## src/rtl/cajero_pkg.sv

```systemverilog
// cajero_pkg: shared state encoding, transaction types and BCD limit for the ATM controller.
package cajero_pkg;
    typedef enum logic [5:0] {
        IDLE         = 6'b000001,
        PIN_ENTRADA  = 6'b000010,
        PIN_CHECK    = 6'b000100,
        ESPERA_MONTO = 6'b001000,
        TRANSACCION  = 6'b010000,
        BLOQUEADO    = 6'b100000
    } estado_t;
    localparam logic DEPOSITO = 1'b0;
    localparam logic RETIRO = 1'b1;
    localparam logic [3:0] BCD_MAX = 4'd9;
endpackage

```

## src/rtl/cajero_pin_entrada.sv

```systemverilog
// cajero_pin_entrada: BCD digit shift register, digit counter and inactivity timer.
module cajero_pin_entrada import cajero_pkg::*; #(
    parameter int N_DIGITOS = 4,
    parameter int TIMEOUT_CICLOS = 1024
) (
    input  logic                   clock_i,
    input  logic                   reset_i,
    input  logic                   clear_i,
    input  logic                   cuenta_i,
    input  logic                   digito_stb_i,
    input  logic [3:0]             digito_i,
    output logic                   pin_completo_o,
    output logic [4*N_DIGITOS-1:0] pin_valor_o,
    output logic                   timeout_o
);
    localparam int CW = $clog2(N_DIGITOS + 1);
    localparam int TW = $clog2(TIMEOUT_CICLOS + 1);
    logic [CW-1:0] cnt_q, cnt_d;
    logic [TW-1:0] tmr_q, tmr_d;
    logic [4*N_DIGITOS-1:0] sr_q, sr_d;
    logic acepta;
    assign acepta = digito_stb_i && (digito_i <= BCD_MAX);
    // Clearing only rewinds the counter: N fresh digits always overwrite the whole register.
    always_comb begin
        sr_d  = acepta ? ((sr_q << 4) | (4*N_DIGITOS)'(digito_i)) : sr_q;
        cnt_d = clear_i ? '0 : acepta ? cnt_q + CW'(1) : cnt_q;
        tmr_d = (clear_i || acepta) ? '0 : cuenta_i ? tmr_q + TW'(1) : tmr_q;
    end
    always_ff @(posedge clock_i or posedge reset_i) begin
        if (reset_i) begin
            sr_q  <= '0;
            cnt_q <= '0;
            tmr_q <= '0;
        end else begin
            sr_q  <= sr_d;
            cnt_q <= cnt_d;
            tmr_q <= tmr_d;
        end
    end
    assign pin_completo_o = acepta && (cnt_q == CW'(N_DIGITOS - 1));
    assign pin_valor_o    = sr_q;
    assign timeout_o      = !acepta && (tmr_q == TW'(TIMEOUT_CICLOS - 1));
endmodule

```

## src/rtl/cajero_parametrizado.sv

```systemverilog
// cajero_parametrizado: ATM controller FSM with PIN retries, lockout and checked deposit/withdrawal.
module cajero_parametrizado import cajero_pkg::*; #(
    parameter int N_DIGITOS = 4,
    parameter int MAX_INTENTOS = 3,
    parameter int BAL_W = 64,
    parameter int MONTO_W = 32,
    parameter int TIMEOUT_CICLOS = 1024
) (
    input  logic                   clock_i,
    input  logic                   reset_i,
    input  logic                   tarjeta_recibida_i,
    input  logic                   tipo_trans_i,
    input  logic                   digito_stb_i,
    input  logic [3:0]             digito_i,
    input  logic [4*N_DIGITOS-1:0] pin_i,
    input  logic [BAL_W-1:0]       balance_inicial_i,
    input  logic [MONTO_W-1:0]     monto_i,
    input  logic                   monto_stb_i,
    output logic [BAL_W-1:0]       balance_o,
    output logic                   balance_actualizado_o,
    output logic                   entregar_dinero_o,
    output logic                   pin_incorrecto_o,
    output logic                   advertencia_o,
    output logic                   bloqueo_o,
    output logic                   fondos_insuficientes_o,
    output logic                   desborde_o
);
    localparam int IW = $clog2(MAX_INTENTOS + 1);
    estado_t estado_q, estado_d;
    logic [IW-1:0] intentos_q, intentos_d, intentos_inc;
    logic [BAL_W-1:0] bal_q, bal_d, balance_q, balance_d, monto_ext;
    logic [MONTO_W-1:0] monto_q, monto_d;
    logic [BAL_W:0] suma;
    logic tipo_q, tipo_d, act_q, act_d, ent_q, ent_d, pinc_q, pinc_d;
    logic adv_q, adv_d, blq_q, blq_d, fi_q, fi_d, des_q, des_d;
    logic en_pin, en_monto, pin_completo, timeout;
    logic [4*N_DIGITOS-1:0] pin_valor;
    assign en_pin       = estado_q == PIN_ENTRADA;
    assign en_monto     = estado_q == ESPERA_MONTO;
    assign intentos_inc = intentos_q + IW'(1);
    assign monto_ext    = BAL_W'(monto_q);
    assign suma         = {1'b0, bal_q} + (BAL_W+1)'(monto_q);
    // Every state change restarts the digit count and the inactivity timer.
    cajero_pin_entrada #(.N_DIGITOS(N_DIGITOS), .TIMEOUT_CICLOS(TIMEOUT_CICLOS)) u_pin (
        .clock_i       (clock_i),
        .reset_i       (reset_i),
        .clear_i       (estado_d != estado_q),
        .cuenta_i      (en_pin || en_monto),
        .digito_stb_i  (digito_stb_i && en_pin),
        .digito_i      (digito_i),
        .pin_completo_o(pin_completo),
        .pin_valor_o   (pin_valor),
        .timeout_o     (timeout)
    );
    always_comb begin
        estado_d   = estado_q;
        intentos_d = intentos_q;
        bal_d      = bal_q;
        balance_d  = balance_q;
        monto_d    = monto_q;
        tipo_d     = tipo_q;
        adv_d      = adv_q;
        blq_d      = blq_q;
        act_d      = 1'b0;
        ent_d      = 1'b0;
        pinc_d     = 1'b0;
        fi_d       = 1'b0;
        des_d      = 1'b0;
        unique case (estado_q)
            IDLE: if (tarjeta_recibida_i) begin
                bal_d    = balance_inicial_i;
                estado_d = PIN_ENTRADA;
            end
            PIN_ENTRADA: estado_d = pin_completo ? PIN_CHECK : timeout ? IDLE : PIN_ENTRADA;
            PIN_CHECK: if (pin_valor == pin_i) begin
                intentos_d = '0;
                adv_d      = 1'b0;
                estado_d   = ESPERA_MONTO;
            end else if (intentos_inc == IW'(MAX_INTENTOS)) begin
                intentos_d = '0;
                adv_d      = 1'b0;
                blq_d      = 1'b1;
                estado_d   = BLOQUEADO;
            end else begin
                intentos_d = intentos_inc;
                adv_d      = adv_q || (intentos_inc == IW'(MAX_INTENTOS - 1));
                pinc_d     = 1'b1;
                estado_d   = PIN_ENTRADA;
            end
            ESPERA_MONTO: if (monto_stb_i) begin
                monto_d  = monto_i;
                tipo_d   = tipo_trans_i;
                estado_d = TRANSACCION;
            end else if (timeout) begin
                estado_d = IDLE;
            end
            TRANSACCION: begin
                estado_d = IDLE;
                if (tipo_q == DEPOSITO) begin
                    des_d     = suma[BAL_W];
                    act_d     = !suma[BAL_W];
                    balance_d = suma[BAL_W] ? bal_q : suma[BAL_W-1:0];
                end else begin
                    fi_d      = monto_ext > bal_q;
                    act_d     = !fi_d;
                    ent_d     = !fi_d;
                    balance_d = fi_d ? bal_q : bal_q - monto_ext;
                end
            end
            BLOQUEADO: estado_d = BLOQUEADO;
            default: estado_d = IDLE;
        endcase
    end
    always_ff @(posedge clock_i or posedge reset_i) begin
        if (reset_i) begin
            estado_q   <= IDLE;
            intentos_q <= '0;
            bal_q      <= '0;
            balance_q  <= '0;
            monto_q    <= '0;
            tipo_q     <= 1'b0;
            act_q      <= 1'b0;
            ent_q      <= 1'b0;
            pinc_q     <= 1'b0;
            adv_q      <= 1'b0;
            blq_q      <= 1'b0;
            fi_q       <= 1'b0;
            des_q      <= 1'b0;
        end else begin
            estado_q   <= estado_d;
            intentos_q <= intentos_d;
            bal_q      <= bal_d;
            balance_q  <= balance_d;
            monto_q    <= monto_d;
            tipo_q     <= tipo_d;
            act_q      <= act_d;
            ent_q      <= ent_d;
            pinc_q     <= pinc_d;
            adv_q      <= adv_d;
            blq_q      <= blq_d;
            fi_q       <= fi_d;
            des_q      <= des_d;
        end
    end
    assign balance_o              = balance_q;
    assign balance_actualizado_o  = act_q;
    assign entregar_dinero_o      = ent_q;
    assign pin_incorrecto_o       = pinc_q;
    assign advertencia_o          = adv_q;
    assign bloqueo_o              = blq_q;
    assign fondos_insuficientes_o = fi_q;
    assign desborde_o             = des_q;
endmodule

```

## config.mk

```make
export PLATFORM = sky130hd
export DESIGN_NAME = cajero_parametrizado
export DESIGN_NICKNAME = d
export VERILOG_FILES = /design/src/rtl/cajero_pkg.sv /design/src/rtl/cajero_pin_entrada.sv /design/src/rtl/cajero_parametrizado.sv
export SDC_FILE = /design/constraint.sdc
export NUM_CORES = 1
export LEC_CHECK = 0
export ABC_CLOCK_PERIOD_IN_PS = 9640
export CAP_MARGIN = 20
export CORE_MARGIN = 2
export CORE_UTILIZATION = 50
export CTS_CLUSTER_DIAMETER = 120
export DETAILED_ROUTE_END_ITERATION = 7
export DONT_BUFFER_PORTS = 1
export RECOVER_POWER = 100
export SYNTH_ARGS = -nofsm -noshare
export SYNTH_HDL_FRONTEND = slang
export SYNTH_SLANG_ARGS = --single-unit
```

## constraint.sdc

```tcl
create_clock -name clock_i -period 9.64 [get_ports clock_i]
set_clock_uncertainty 0.1 [all_clocks]
set_input_delay 1.928 -clock clock_i [delete_from_list [all_inputs] [get_ports clock_i]]
set_output_delay 1.928 -clock clock_i [all_outputs]
set_load 0.1 [all_outputs]
```

Yosys cells after proc, flatten, opt, wreduce, memory -nomap -nowiden
Index checks and enable logic that the tools add are counted.
Operators by class
  $add $sub $neg: 5
  $lt $le $gt $ge: 2
  equality and inequality tests: 12
  muxes and demuxes: 30
  bitwise operators: 2
  reduce and logical (&&, ||, !) cells: 15
Operators with widths (count)
  $mux 64: 3
  $add 64x32->65: 1
  $gt 32x64->1: 1
  $sub 64x32->64: 1
  $mux 6: 5
  $pmux 6 s5: 1
  $mux 11: 2
  $eq 16x16->1: 1
  $or 16x4->16: 1
  $mux 1: 13
  $add 11x1->11 const B: 1
  $eq 11x10->1 const B: 1
  $mux 3: 3
  $eq 6x1->1 const B: 1
  $eq 6x2->1 const B: 1
  $eq 6x3->1 const B: 1
  $eq 6x4->1 const B: 1
  $eq 6x5->1 const B: 1
  $eq 6x6->1 const B: 1
  $mux 2: 3
  $ne 6x6->1: 1
  $eq 2x2->1 const B: 2
  $le 4x4->1 const B: 1
  $logic_and 1x1->1: 4
  other kinds (9): 15
Word-level totals
  register bits after elaboration: 206
  output and inout bits: 71
  word-level logic and storage cells: 82

Depth between registers and ports, before layout
  depth after elaboration: 11
  mapped depth: 15

By module
Synthesis repeated with hierarchy kept, for this count alone.
Second synthesis, totals
  cell total of the unflattened synthesis: 1507
  area, all modules: 13671.9 sq um
Modules (own cells, without submodules)
  cajero_parametrizado: times used 1, cells each 1398, area an instance 12338.1 sq um, seq. area each 4405.5 sq um
  cajero_pin_entrada: times used 1, cells each 109, area an instance 1333.8 sq um, seq. area each 750.7 sq um

Worst setup path before layout
OpenSTA, ideal clock, no wires.
  kind: input port to flip-flop
  from: in pin_i[8]
  to: reg u_pin.tmr_q[0]
  arrival time: 3515 ps
  slack: 5893 ps
  cell stages on the path: 10
  buffers on the path: 1
  cells stage by stage: xnor2_1 nand4_1 nor4_1 nor2b_1 o21ai_0 and4_1 nand4_1 nand2b_1 clkbuf_1 nor2_1
Between the ends
  cells in the longest elaborated chain, start to end: 6
  elaborated cells between the ends (all ways): 7
  classes of those cells: 2 x eq/ne; 3 x mux; 2 x reduce/logical
RTL lines
  from (decl): line cajero_parametrizado.sv:15  | input logic [4*N_DIGITOS-1:0] pin_i,
  $eq 16x16->1 *: line cajero_parametrizado.sv:75  | PIN_CHECK: if (pin_valor == pin_i) begin
  $mux 6 *: line cajero_parametrizado.sv:75
  $pmux 6 s5 *: line cajero_parametrizado.sv:69  | unique case (estado_q)
  $ne 6x6->1 *: line cajero_parametrizado.sv:47  | .clear_i (estado_d != estado_q),
  $logic_or 1x1->1 *: line cajero_pin_entrada.sv:27  | tmr_d = (clear_i || acepta) ? '0 : cuenta_i ? tmr_q + TW'(1) : tmr_q;
  $mux 11 or $reduce_bool 2->1 (tied branches)
  to (signal assigned): line cajero_pin_entrada.sv:37  | tmr_q <= tmr_d;
  to (decl): line cajero_pin_entrada.sv:19  | logic [TW-1:0] tmr_q, tmr_d;
Mark *: on every way between the ends. The rest lies on a longest branch, timed or not.
A chain may end at the register's enable or synchronous reset.

Worst setup path in the final report
  from: reg bal_q[5]
  to: reg balance_q[24], in the netlist balance_o[24]
Between the ends
  cells in the longest elaborated chain, start to end: 3
  elaborated cells between the ends (all ways): 6
  classes of those cells: 2 x add/sub; 1 x order compare; 3 x mux
RTL lines
  from (decl): line cajero_parametrizado.sv:31  | logic [BAL_W-1:0] bal_q, bal_d, balance_q, balance_d, monto_ext;
  from (signal assigned): line cajero_parametrizado.sv:132  | bal_q <= bal_d;
  $add 64x32->65 (tied with other cells): line cajero_parametrizado.sv:42  | assign suma = {1'b0, bal_q} + (BAL_W+1)'(monto_q);
  $mux 64 (on tied branches): line cajero_parametrizado.sv:102, cajero_parametrizado.sv:107
  $mux 64 *: line cajero_parametrizado.sv:99  | if (tipo_q == DEPOSITO) begin
  to (signal assigned): line cajero_parametrizado.sv:133  | balance_q <= balance_d;
  to (decl): line cajero_parametrizado.sv:31
Marks and branches as above.

==> results by stage <==
Critical path:
- The critical path contains buffers and inverters numbering 2 combined.
- The largest stage delay on the critical path is 1.37 ns.
- STA puts the critical path data required time at 9.97 ns.
- The logic depth of the worst register-to-register path is 12.
- The depth of the critical timing path with buffers and inverters included is 12.
- Counting stages on the worst path, the most repeated cell is sky130_fd_sc_hd__o21ai_0.
- Grouping stages by cell kind, the critical path spends the most delay in buffers and inverters.
- The critical path launch point type is a flop.
- The slowest cell on the critical path is sky130_fd_sc_hd__clkbuf_1.
- The critical path in this run is classified as reg -> reg.
- The worst-path maximum fanout is 34.
- The sort of element at the end of the critical path is a flop.
- The worst path arrival time is 6.03 ns.
- The critical path goes through ha_1 > a211oi_1 > o21ai_0 > o21ai_0 > a21oi_1 > nor2_1 > o21ai_2 > clkbuf_1 > nor2_2 > clkbuf_1 > a22oi_1 > o21ai_0.
- For flop-to-flop paths, the worst setup slack is a little under 4 ns.

Timing:
- The highest clock frequency the design can meet is roughly 180 MHz.
- The shortest clock period the worst path allows after layout is between 5 and 6 ns.
- The slew at the pin with the worst max-slew slack is 4.341 ns.
- The hold violation count in the final report is 0.
- The share of the cycle needed by the critical path after routing is 0.5914.
- After routing, the total negative slack on setup checks comes to 0 ns.
- The max-slew violation count is 327.
- The count of final setup violators is 0.
- Setup repair after global routing left no endpoint under its margin.
- Measured against its own limit, the worst slew margin works out to -1.910.

Floorplan:
- The vertical die dimension is 167.5 um.
- The number of I/O pins is 193.
- The area inside the core boundary is 0.02613 mm2.
- After floorplanning, the core was divided into 59 placement rows.
- The width of the chip is 167.5 um.
- The initial utilization of the core area, before any placement, comes to 0.5112.
- The die area is around 0.028 mm2.

Place:
- The total half-perimeter wirelength after legalization and detailed placement is 27.52 mm.
- Counting tap cells, the placed design contains a total of 1871 instances.
- The final weighted congestion in routability-driven placement is approximately 0.92.
- The count of buffers added on input and output ports is 0.

Yosys:
- In the post-synthesis netlist, the biggest area contributors are sky130_fd_sc_hd__dfrtp_1 (38%), sky130_fd_sc_hd__nand2_1 (10%), sky130_fd_sc_hd__ha_1 (6.3%).
- Counting every net in the synthesized netlist gives around 1800.
- The sequential share of the synthesized area is 0.3860.
- The fraction of registers with async set or reset after synthesis is 1.000.
- The post-synthesis instance area is 0.01336 mm2.
- By area, the combinational part of the netlist is dominated by simple AND/OR/NAND/NOR gates.
- The commonest cells after synthesis are sky130_fd_sc_hd__nand2_1 (359), sky130_fd_sc_hd__dfrtp_1 (205), sky130_fd_sc_hd__nor2_1 (110).
- Synthesis inferred 206 register bits.
- Of the total synthesized cell area, the portion taken by full adders, half adders and majority gates is 0.06575.
- The cell taking the most area after synthesis is sky130_fd_sc_hd__dfrtp_1.
- In the synthesized netlist the dominant register cell turns out to be sky130_fd_sc_hd__dfrtp_1.
- Of the total synthesized cell area, the portion taken by AND, OR, NAND and NOR gates is 0.2212.
- The number of synthesis warnings is 0.
- The cell count after synthesis came out at around 1600.
- The count of flip-flops with a built-in enable after synthesis is 0.
- After synthesis, the share of cell area in mux cells is 0.01499.
- The dominant cell by count in the synthesized netlist is sky130_fd_sc_hd__nand2_1.
- The top cell type's share of synthesized area is 0.3840.
- The share of the synthesized area in compound gates (AO/OA/AOI/OAI) is 0.2201.
- The post-synthesis area per instance is 8.236 um2.
- The xor/xnor cell area share of the yosys netlist is 0.03934.
- Counting distinct cell types in the post-synthesis netlist gives 81.

Clocking:
- Clock-pin slew was measured on the worst setup and hold paths at 0.06 ns.
- In this run, CTS created clock tree buffers numbering 23.
- The CTS tree is yes.
- Clock latency on the worst-skew pair, taken at its later pin, is 0.52 ns.
- In this run the post-CTS setup repair buffer count came out at 0.
- The post-cts gate resize count is 0.
- The maximum count of clock buffers along a single path is 3.
- The number of buffers inserted for hold repair after clock tree synthesis is 0.
- CTS built an H-tree with a depth of 1.
- The total number of clock tree sinks is 206.
- The CTS root buffer is sky130_fd_sc_hd__clkbuf_16.

Routing:
- The number of violations reported at the end of detailed-routing iteration 0 is 1152.
- The per-cell routed wire length is 20.13 um.
- Summed over all layers, the routed wires come to 38.48 mm.
- The via count normalized by instance count is 6.185.
- The via total after detailed routing is about 12000.
- The first detailed-routing pass took 7 iterations.
- The number of antenna-violating nets in the routed design is 0.
- In the routed design, unresolved DRC markers number 13.

Hold path:
- The path class of the lowest-slack min-delay path is reg -> reg.
- The worst hold path depth is 2.

Pwr:
- The total leakage power is 6.373 nW.
- The worst-case vdd ir drop is ~0.18 mV.
- The power per unit of standard cell area is 270.3 mW/mm2.

Cells and area:
- The number of cells in the finished layout apart from fillers is around 1900.
- Once layout is complete, the utilization of the core stands at 0.5413.
- The count of inserted antenna diode cells is 0.
- The share of post-route cells with drive strength above 1 is 0.05327.
- The final-layout fill cell count is 2525.
- The synthesis-to-finish area growth is 5.891%.
- The layout net count is 1753.

Run status:
- The run finished, with violations left.
- The checks that failed: DRC, capacitance limit, slew limit.

GRT:
- The largest net degree at the start of global routing is 99.
- The number of antenna violations at the first check in global routing is 1.
- For this run, the total global-route usage over all layers was measured as 0.2708.
- The total overflow left after global routing is 0.
- The first global-routing pass estimated 61.96 mm of wire.
- The via count of the first global-routing pass is 11230.

Job:
- The total of max-cap violations is 7.
report_power, final:
part | total (W) | switching (W) | internal [W]
Combinational | 0.00171 | 0.00106 | 0.000653
Clock | 0.000845 | 0.000355 | 0.000490
Sequential | 0.00127 | 0.000240 | 0.00103
per-stage QoR:
step | instance area [um2] | hold slack (ns) | worst slack [ns] | power (W)
final | 14150 | 0.4151 | 3.938 | 0.003823
after global routing | 14150 | 0.4513 | 3.591 | 0.004105
after CTS | 14180 | 0.4210 | 5.243 | 0.003828
after detailed placement | 13470 | 0.4073 | 5.089 | 0.002966
after global placement | 13470 | 0.3914 | 5.238 | 0.002958
after floorplan | 13360 | 0.3755 | 1.990 | 0.002534
flip-flops by register name (all words and copies together), names as in the netlist:
register                cells
advertencia_o               1
u_pin.cnt_q                 3
balance_o                  64
pin_incorrecto_o            1
u_pin.tmr_q                11
tipo_q                      1
intentos_q                  2
monto_q                    32
u_pin.pin_valor_o          16
bloqueo_o                   1
estado_q                    6
fondos_insuficientes_o      1
balance_actualizado_o       1
bal_q                      64
entregar_dinero_o           1
desborde_o                  1
layout by cell type (no fill, tap or decap), drive strengths merged, types with 25 or more instances in the layout:
| cell type | count |
|---|---|
| ha | 67 |
| o21ai | 141 |
| a22oi | 25 |
| nand2 | 359 |
| nor3 | 31 |
| inv | 78 |
| dfrtp | 205 |
| xnor2 | 31 |
| a21oi | 84 |
| xor2 | 29 |
| clkbuf | 39 |
| nor2 | 112 |
metal layers:
layer	routed length, um	track usage	vias to the layer above
li1	-	-	5611
met1	18030	0.4060	5699
met2	16520	0.4025	460
met3	3109	0.05294	53
met4	807	0.06616	2
met5	11	0	-
layout make-up:
type | count | area, um2 | area share
repair buffers | 11 | 67.56 | 0.004776
clock buffers | 35 | 690.7 | 0.04882
clock inverters | 5 | 25.02 | 0.001769
inverters | 79 | 297.8 | 0.02105
well taps | 335 | 419.2 | 0.02963
multi-input cells | 1241 | 7490 | 0.5295
flip-flops and latches | 206 | 5156 | 0.3645
cell families (layout without fill, tap and decap cells):
| logic type | count (synthesis) | count (layout) |
|---|---|---|
| compound gates | 442 | 442 |
| xor+xnor | 60 | 60 |
| fa+ha+maj | 69 | 69 |
| buf+inv | 175 | 130 |
| flops | 206 | 206 |
| mux | 18 | 18 |
| simple gates | 652 | 652 |
worst min-delay path, cell delays in order, from the launching register on:
cell                      delay, ns
sky130_fd_sc_hd__dfrtp_1       0.37
sky130_fd_sc_hd__nand2_1       0.06
sky130_fd_sc_hd__nand2_1       0.06
worst paths after layout:
kind | end | from
max in group asynchronous | bal_q[29] | reset_i
min in group asynchronous | bal_q[21] | reset_i
worst max register to register | balance_o[24] | bal_q[5]
worst max-delay path | balance_o[24] | bal_q[5]
worst min register to register | monto_q[0] | monto_q[0]
worst min-delay path | monto_q[0] | monto_q[0]
Note: power is estimated with default switching activity, not from simulation.
